**src/rtl/fetch_stage_pkg.sv**
```systemverilog
// Shared fetch/decode pipeline definitions: fetch FSM states and the
// canonical bubble instruction, reused by decode flush logic.
package fetch_stage_pkg;

  // Fetch sequencer states. FAULT is only reachable in builds that trap
  // misaligned redirect targets.
  typedef enum logic [1:0] {
    IDLE  = 2'd0,
    FETCH = 2'd1,
    STALL = 2'd2,
    FAULT = 2'd3
  } fetch_state_t;

  // addi x0, x0, 0 -- presented whenever no real instruction is held
  localparam logic [31:0] NOP_INSTR = 32'h0000_0013;

  // Byte distance between sequential instructions
  localparam int unsigned PC_STEP = 4;

endpackage

```
**src/rtl/fetch_stage_pc_next.sv**
```systemverilog
// Next fetch address selection: redirect target, sequential +4, or hold.
// Arithmetic wraps naturally at the address width.
module fetch_stage_pc_next
  import fetch_stage_pkg::*;
#(
  parameter int unsigned ADDRESS_WIDTH = 32
) (
  input  logic [ADDRESS_WIDTH-1:0] fetch_pc,
  input  logic [ADDRESS_WIDTH-1:0] redirect_target,
  input  logic                     redirect,
  input  logic                     advance,
  output logic [ADDRESS_WIDTH-1:0] pc_plus4,
  output logic [ADDRESS_WIDTH-1:0] pc_next
);

  assign pc_plus4 = fetch_pc + ADDRESS_WIDTH'(PC_STEP);

  // Redirect wins over sequential advance; otherwise the PC holds
  assign pc_next = redirect ? redirect_target
                 : (advance ? pc_plus4 : fetch_pc);

endmodule

```
**src/rtl/fetch_stage.sv**
```systemverilog
// Instruction fetch stage: owns the fetch PC, runs the req/ack handshake
// with instruction memory and presents instr/pc/pc+4 to the IF/ID register.
// Handles hazard stalls, execute redirects and drops fetches made stale by
// a redirect.
// Optional build macro FETCH_MISALIGN_EN: a redirect to a target whose low
// two bits are non-zero parks the stage in a sticky FAULT state and raises
// fetch_faultf. Without it the low target bits are ignored.
module fetch_stage
  import fetch_stage_pkg::*;
#(
  parameter int unsigned                 ADDRESS_WIDTH = 32,
  parameter int unsigned                 DATA_WIDTH    = 32,
  parameter logic [ADDRESS_WIDTH-1:0]    RESET_PC      = '0,
  parameter logic [DATA_WIDTH-1:0]       NOP_INSTR     = DATA_WIDTH'(fetch_stage_pkg::NOP_INSTR)
) (
  input  logic                     clk,
  input  logic                     rst,
  input  logic                     stallf,
  input  logic                     pcsrce,
  input  logic [ADDRESS_WIDTH-1:0] pctargete,
  output logic                     imem_req,
  output logic [ADDRESS_WIDTH-1:0] imem_addr,
  input  logic                     imem_ack,
  input  logic [DATA_WIDTH-1:0]    imem_rdata,
  output logic [DATA_WIDTH-1:0]    instrf,
  output logic [ADDRESS_WIDTH-1:0] pcf,
  output logic [ADDRESS_WIDTH-1:0] pcplus4f,
  output logic                     validf
`ifdef FETCH_MISALIGN_EN
  ,
  output logic                     fetch_faultf
`endif
);

  fetch_state_t             state;
  logic [ADDRESS_WIDTH-1:0] fetch_pc;
  logic [ADDRESS_WIDTH-1:0] stale_addr;
  logic [ADDRESS_WIDTH-1:0] redirect_target;
  logic [ADDRESS_WIDTH-1:0] pc_plus4;
  logic [ADDRESS_WIDTH-1:0] pc_next;
  logic                     discard;
  logic                     hold_full;
  logic                     ack_taken;
  logic                     outstanding;
  logic                     capture;

`ifdef FETCH_MISALIGN_EN
  logic misaligned;
  assign redirect_target = pctargete;
  assign misaligned      = pcsrce && (pctargete[1:0] != 2'b00);
`else
  localparam logic [ADDRESS_WIDTH-1:0] ALIGN_MASK = {{(ADDRESS_WIDTH-2){1'b1}}, 2'b00};
  assign redirect_target = pctargete & ALIGN_MASK;
`endif

  // A valid instruction the IF/ID register refuses: no room for another.
  // A capture always lands in the cycle after an ack, so this can never
  // coincide with a request that is still waiting for its ack.
  assign hold_full   = validf && stallf;
  assign imem_req    = (state == FETCH) && !hold_full;
  // While a stale request drains, the bus keeps the address it was issued with
  assign imem_addr   = discard ? stale_addr : fetch_pc;
  assign ack_taken   = imem_req && imem_ack;
  assign outstanding = imem_req && !imem_ack;
  // Redirects and draining stale requests both throw the returned word away
  assign capture     = ack_taken && !pcsrce && !discard;

  fetch_stage_pc_next #(
    .ADDRESS_WIDTH (ADDRESS_WIDTH)
  ) u_pc_next (
    .fetch_pc        (fetch_pc),
    .redirect_target (redirect_target),
    .redirect        (pcsrce),
    .advance         (capture),
    .pc_plus4        (pc_plus4),
    .pc_next         (pc_next)
  );

  // Fetch sequencer, fetch PC, stale-request tracking and IF/ID-facing registers
  always_ff @(posedge clk or posedge rst) begin
    if (rst) begin
      state      <= IDLE;
      fetch_pc   <= RESET_PC;
      stale_addr <= RESET_PC;
      discard    <= 1'b0;
      pcf        <= RESET_PC;
      pcplus4f   <= RESET_PC + ADDRESS_WIDTH'(PC_STEP);
      instrf     <= NOP_INSTR;
      validf     <= 1'b0;
`ifdef FETCH_MISALIGN_EN
      fetch_faultf <= 1'b0;
`endif
    end else begin
      // NOTE: non-blocking assignments throughout, so every decision below
      // sees the pre-edge values of the registers it reads.
      fetch_pc <= pc_next;

      // An unacked request caught by a redirect must still finish on the bus;
      // remember its address and drop its data when the ack comes back.
      if (pcsrce && outstanding) begin
        discard    <= 1'b1;
        stale_addr <= imem_addr;
      end else if (ack_taken) begin
        discard    <= 1'b0;
      end

      // Redirect flushes; otherwise capture, or empty out once IF/ID accepts
      if (pcsrce) begin
        validf <= 1'b0;
        instrf <= NOP_INSTR;
      end else if (capture) begin
        instrf   <= imem_rdata;
        pcf      <= fetch_pc;
        pcplus4f <= pc_plus4;
        validf   <= 1'b1;
      end else if (!stallf) begin
        validf <= 1'b0;
        instrf <= NOP_INSTR;
      end

`ifdef FETCH_MISALIGN_EN
      if (misaligned && (state != FAULT)) begin
        state        <= FAULT;
        fetch_faultf <= 1'b1;
      end else
`endif
      case (state)
        IDLE:    state <= FETCH;
        FETCH:   if (!pcsrce && hold_full) state <= STALL;
        // A redirect empties the output registers, so fetching may resume
        STALL:   if (pcsrce || !stallf) state <= FETCH;
        default: state <= state;
      endcase
    end
  end

endmodule
```
**config.mk**
```make
export PLATFORM = sky130hd
export DESIGN_NAME = fetch_stage
export DESIGN_NICKNAME = d
export VERILOG_FILES = /design/src/rtl/fetch_stage_pkg.sv /design/src/rtl/fetch_stage_pc_next.sv /design/src/rtl/fetch_stage.sv
export SDC_FILE = /design/constraint.sdc
export NUM_CORES = 1
export LEC_CHECK = 0
export CORE_MARGIN = 2
export CORE_UTILIZATION = 52
export CTS_CLUSTER_DIAMETER = 100
export DETAILED_ROUTE_END_ITERATION = 7
export PLACE_DENSITY_LB_ADDON = 0.25
export SETUP_SLACK_MARGIN = 0.2
export SYNTH_ARGS = -nofsm -noshare
export SYNTH_HDL_FRONTEND = slang
export SYNTH_SLANG_ARGS = --single-unit
```
**constraint.sdc**
```tcl
create_clock -name clk -period 10.6 [get_ports clk]
set_input_delay 1.59 -clock clk [delete_from_list [all_inputs] [get_ports clk]]
set_output_delay 1.59 -clock clk [all_outputs]
set_load 0.01 [all_outputs]
```
==> impl_results.md <==
* Tightest Pin Transition at about 1100 ps
* Antenna Cells at 0
* Worst-skew pair later-pin latency at approximately 430 ps
* Slew HR at between 20% and 30%
* Crit. End Element: output pin
* Total number of vias at about 5700
* FMAX at ~220 MHz
* Register area at slightly below 4000 um2
* DRT Pass-1 Iters at 4
* Yosys warns at 0
* Clk buf depth at 2
* Height of the chip at around 120 um
* DIE AREA at 15000 um2
* Gr usage total at approximately 25%
* Share of layout cells above drive strength 1 at roughly an eighth
* Clk root buf: clkbuf_16
* Internal power at around 1.6 mW
* Status: finished clean
* DP Wirelength at between 10000 and 15000 um
* Area of the multi-input gates at 3080 um2
* Fin. max-slew vios at 0
* Core ar. at ~14000 um2
* Boundary pin count at approximately 200
* Fin Setup TNS at 0 ps
* Routed wire length on met3 at about 1100 um
* Avg Synthesized Cell Area at roughly 10 um2
* Seq/Total Area, Yosys at between 50% and 60%
* Std-Cell Rows at 43
* Htree depth at 4
* First-pass GRT wire length at 29200 um
* Initial antenna violation count at 0
* Port Buffer Count at 192
* Number of global-route vias before repair at between 5000 and 6000
* Final min period at around 4500 ps
* Via/cell ratio at ~5.4
* Highest metal used: met4
* CP Data Arrival Time at between 2000 and 3000 ps
* Iteration-0 DRC Markers at between 300 and 400
* Tcrit/Tclk final at between 40 and 50%
* Startpoint Class: input pin
* Synth Flop Type: dfrtp_1
* Die Wd at about 120 um
* Sequential share of power at 40.2%
* Synthesized netlist cell count at 699
* Clk pwr share at a little over a quarter
* Post-CTS Resized at 0
* Synth cell types at 38
* Switching pwr at 0.659 mW
* Async SR Flop Fraction at 100%
* Drt total wl at roughly 18000 um
* Setup Fix Bufs, Post-CTS at 0
* CTS tree: yes
* LEAKAGE at between 4 and 5 nW
* Filler cells at approximately 980
* Placer Congestion at ~0.79
* DRC viols at 0
* Max-cap violations at 0
* Antenna-violating nets left at 0
* Power per cell area at roughly 230 nW/um2
* Nets at roughly 930
* Seq cells post-synth at ~160
* Final clock skew at between 9 and 10 ps
* Final hold viol count at 0
* Final Power at between 2 and 2.5 mW
* WL/cell at 17.6 um
* Met2 Routed Length at around 9000 um
* WL met1 at around 7900 um
* Post-synth EDFFs at 0
* Reg clk slew, reported paths at approximately 60 ps
* Max VDD drop at 0.147 mV
* Mapped Area at 7300 um2
* Pin count of the biggest net entering global routing at between 90 and 100
* Worst hold path class: reg2reg
* Hold_buf cts at 0
* Fin util at around 71%
* Critical Path RT at between 9000 and 10000 ps
* Initial core utilization at 52.8%
* Number of buffers created by CTS at 17
* Maximum net fanout on the critical path at 4
* Grt ovf at 0
* Area grow syn2layout at 34.4%
* Sink Count at approximately 160
* Final setup viols at 0
* RSZ-0062 raised after global routing: false
* Switching Share at between 20% and 30%
* Comb power frac at ~33%
* Crit Path Category: in2out
## final timing paths
kind	start	endpoint	slack, ps	cells past startpoint
min reg2reg	pcplus4f[20]$_DFFE_PP0P_	pcplus4f[20]$_DFFE_PP0P_	480	2
max reg2reg	discard$_DFFE_PP0P_	instrf[24]$_DFFE_PP0P_	7620	6
min in group asynchronous	rst	instrf[20]$_DFFE_PP0P_	1720	2
min	pcplus4f[20]$_DFFE_PP0P_	pcplus4f[20]$_DFFE_PP0P_	480	2
max in group asynchronous	rst	stale_addr[15]$_DFFE_PP0P_	7530	3
max	stallf	imem_req	6110	4
## per-stage QoR
stage,hold WS [ps],area (um2),std cells,setup slack (ps)
after global placement,458,9230,1018,6120
after global routing,504,9820,1050,6050
after CTS,481,9820,1050,6110
final,478,9820,1050,6110
after floorplan,449,7320,702,4750
after detailed placement,466,9230,1018,6120
## routing by layer
metal  up-vias  global-route usage (%)
met4         0                    11.3
met3        40                    6.37
met1      2808                    33.9
li1       2679                       -
met5         -                       0
met2       195                    39.5
## synth_stat cells (all sizes together), types with 4 or more instances
cell    number  share of area (%)
nand2      174                8.9
dfrtp      154                 53
o21ai       60                4.1
mux2        59                9.1
xor2        44                5.3
buf         42                2.9
a22o        30                3.6
nand4       24                2.3
clkbuf      19               0.98
nand3       18                1.4
xnor2       13                1.6
nor2         9               0.46
and3         7               0.60
and2         6               0.51
nor4         6                1.1
dfstp        4                1.4
nor2b        4               0.34
nor3         4               0.50
## state kept, by name (all words and copies together) (netlist names)
name and flops:
stale_addr 32, pcf 30, pcplus4f 30, instrf 32, state 2, validf 1
fetch_pc 30, discard 1
## worst max-delay path, cell delays in order
cell,delay (ps)
clkdlybuf4s50_1,420
nand2_1,120
and2_1,190
clkdlybuf4s50_1,580
## cell usage in the layout (no fill, tap or decap), types with 2 or more instances in the layout
cell,n
o22a_1,3
bufinv_16,3
a21o_1,2
and2_1,6
o21ai_0,51
nand3_1,17
or2_2,2
nand2_1,174
o21a_1,3
nor4_1,3
nor3_1,2
and4_1,2
clkbuf_1,5
clkbuf_16,17
nor2_1,8
a21oi_1,3
clkinv_2,5
buf_4,5
conb_1,4
xnor2_1,13
xor2_1,44
a22o_1,30
nand4_1,23
and3_1,7
clkbuf_8,2
dfstp_2,4
mux2_2,59
dfrtp_1,154
nor2b_1,4
nor4_4,3
o21ai_1,9
clkdlybuf4s50_1,191
## area by class of cell
type                            instances  share of cell area [%]
Tap cell                              180                    2.29
Multi-Input combinational cell        481                    31.4
Clock inverter                          8                    1.17
Sequential cell                       158                    40.3
Clock buffer                           24                    4.80
Timing Repair Buffer                  197                    19.9
Inverter                                2                   0.127
## cells by family (layout without fill, tap and decap cells)
group | Yosys count | in the layout | synth area share (%)
and+or+nand+nor | 258 | 258 | 16.8
DFF | 158 | 158 | 54.2
xor gates and xnor gates | 57 | 57 | 6.83
other | 1 | 4 | 0.0513
adders and majority gates | 1 | 1 | 0.171
buffers and inverters | 63 | 231 | 3.97
AOI/OAI and AO/OA | 101 | 101 | 8.79
muxes | 60 | 60 | 9.23
## power groups by stage
| stage | clock [mW] | sequential, mW | combinational (mW) |
|---|---|---|---|
| 6_report | 0.616 | 0.905 | 0.733 |
| 3_5_place_dp | 0 | 0.913 | 0.736 |
| 3_3_place_gp | 0 | 0.904 | 0.721 |
| 5_1_grt | 0.649 | 0.927 | 0.792 |
| 2_1_floorplan | 0 | 0.912 | 0.311 |
| 4_1_cts | 0.626 | 0.905 | 0.742 |
(Power assumes the default switching activity.)
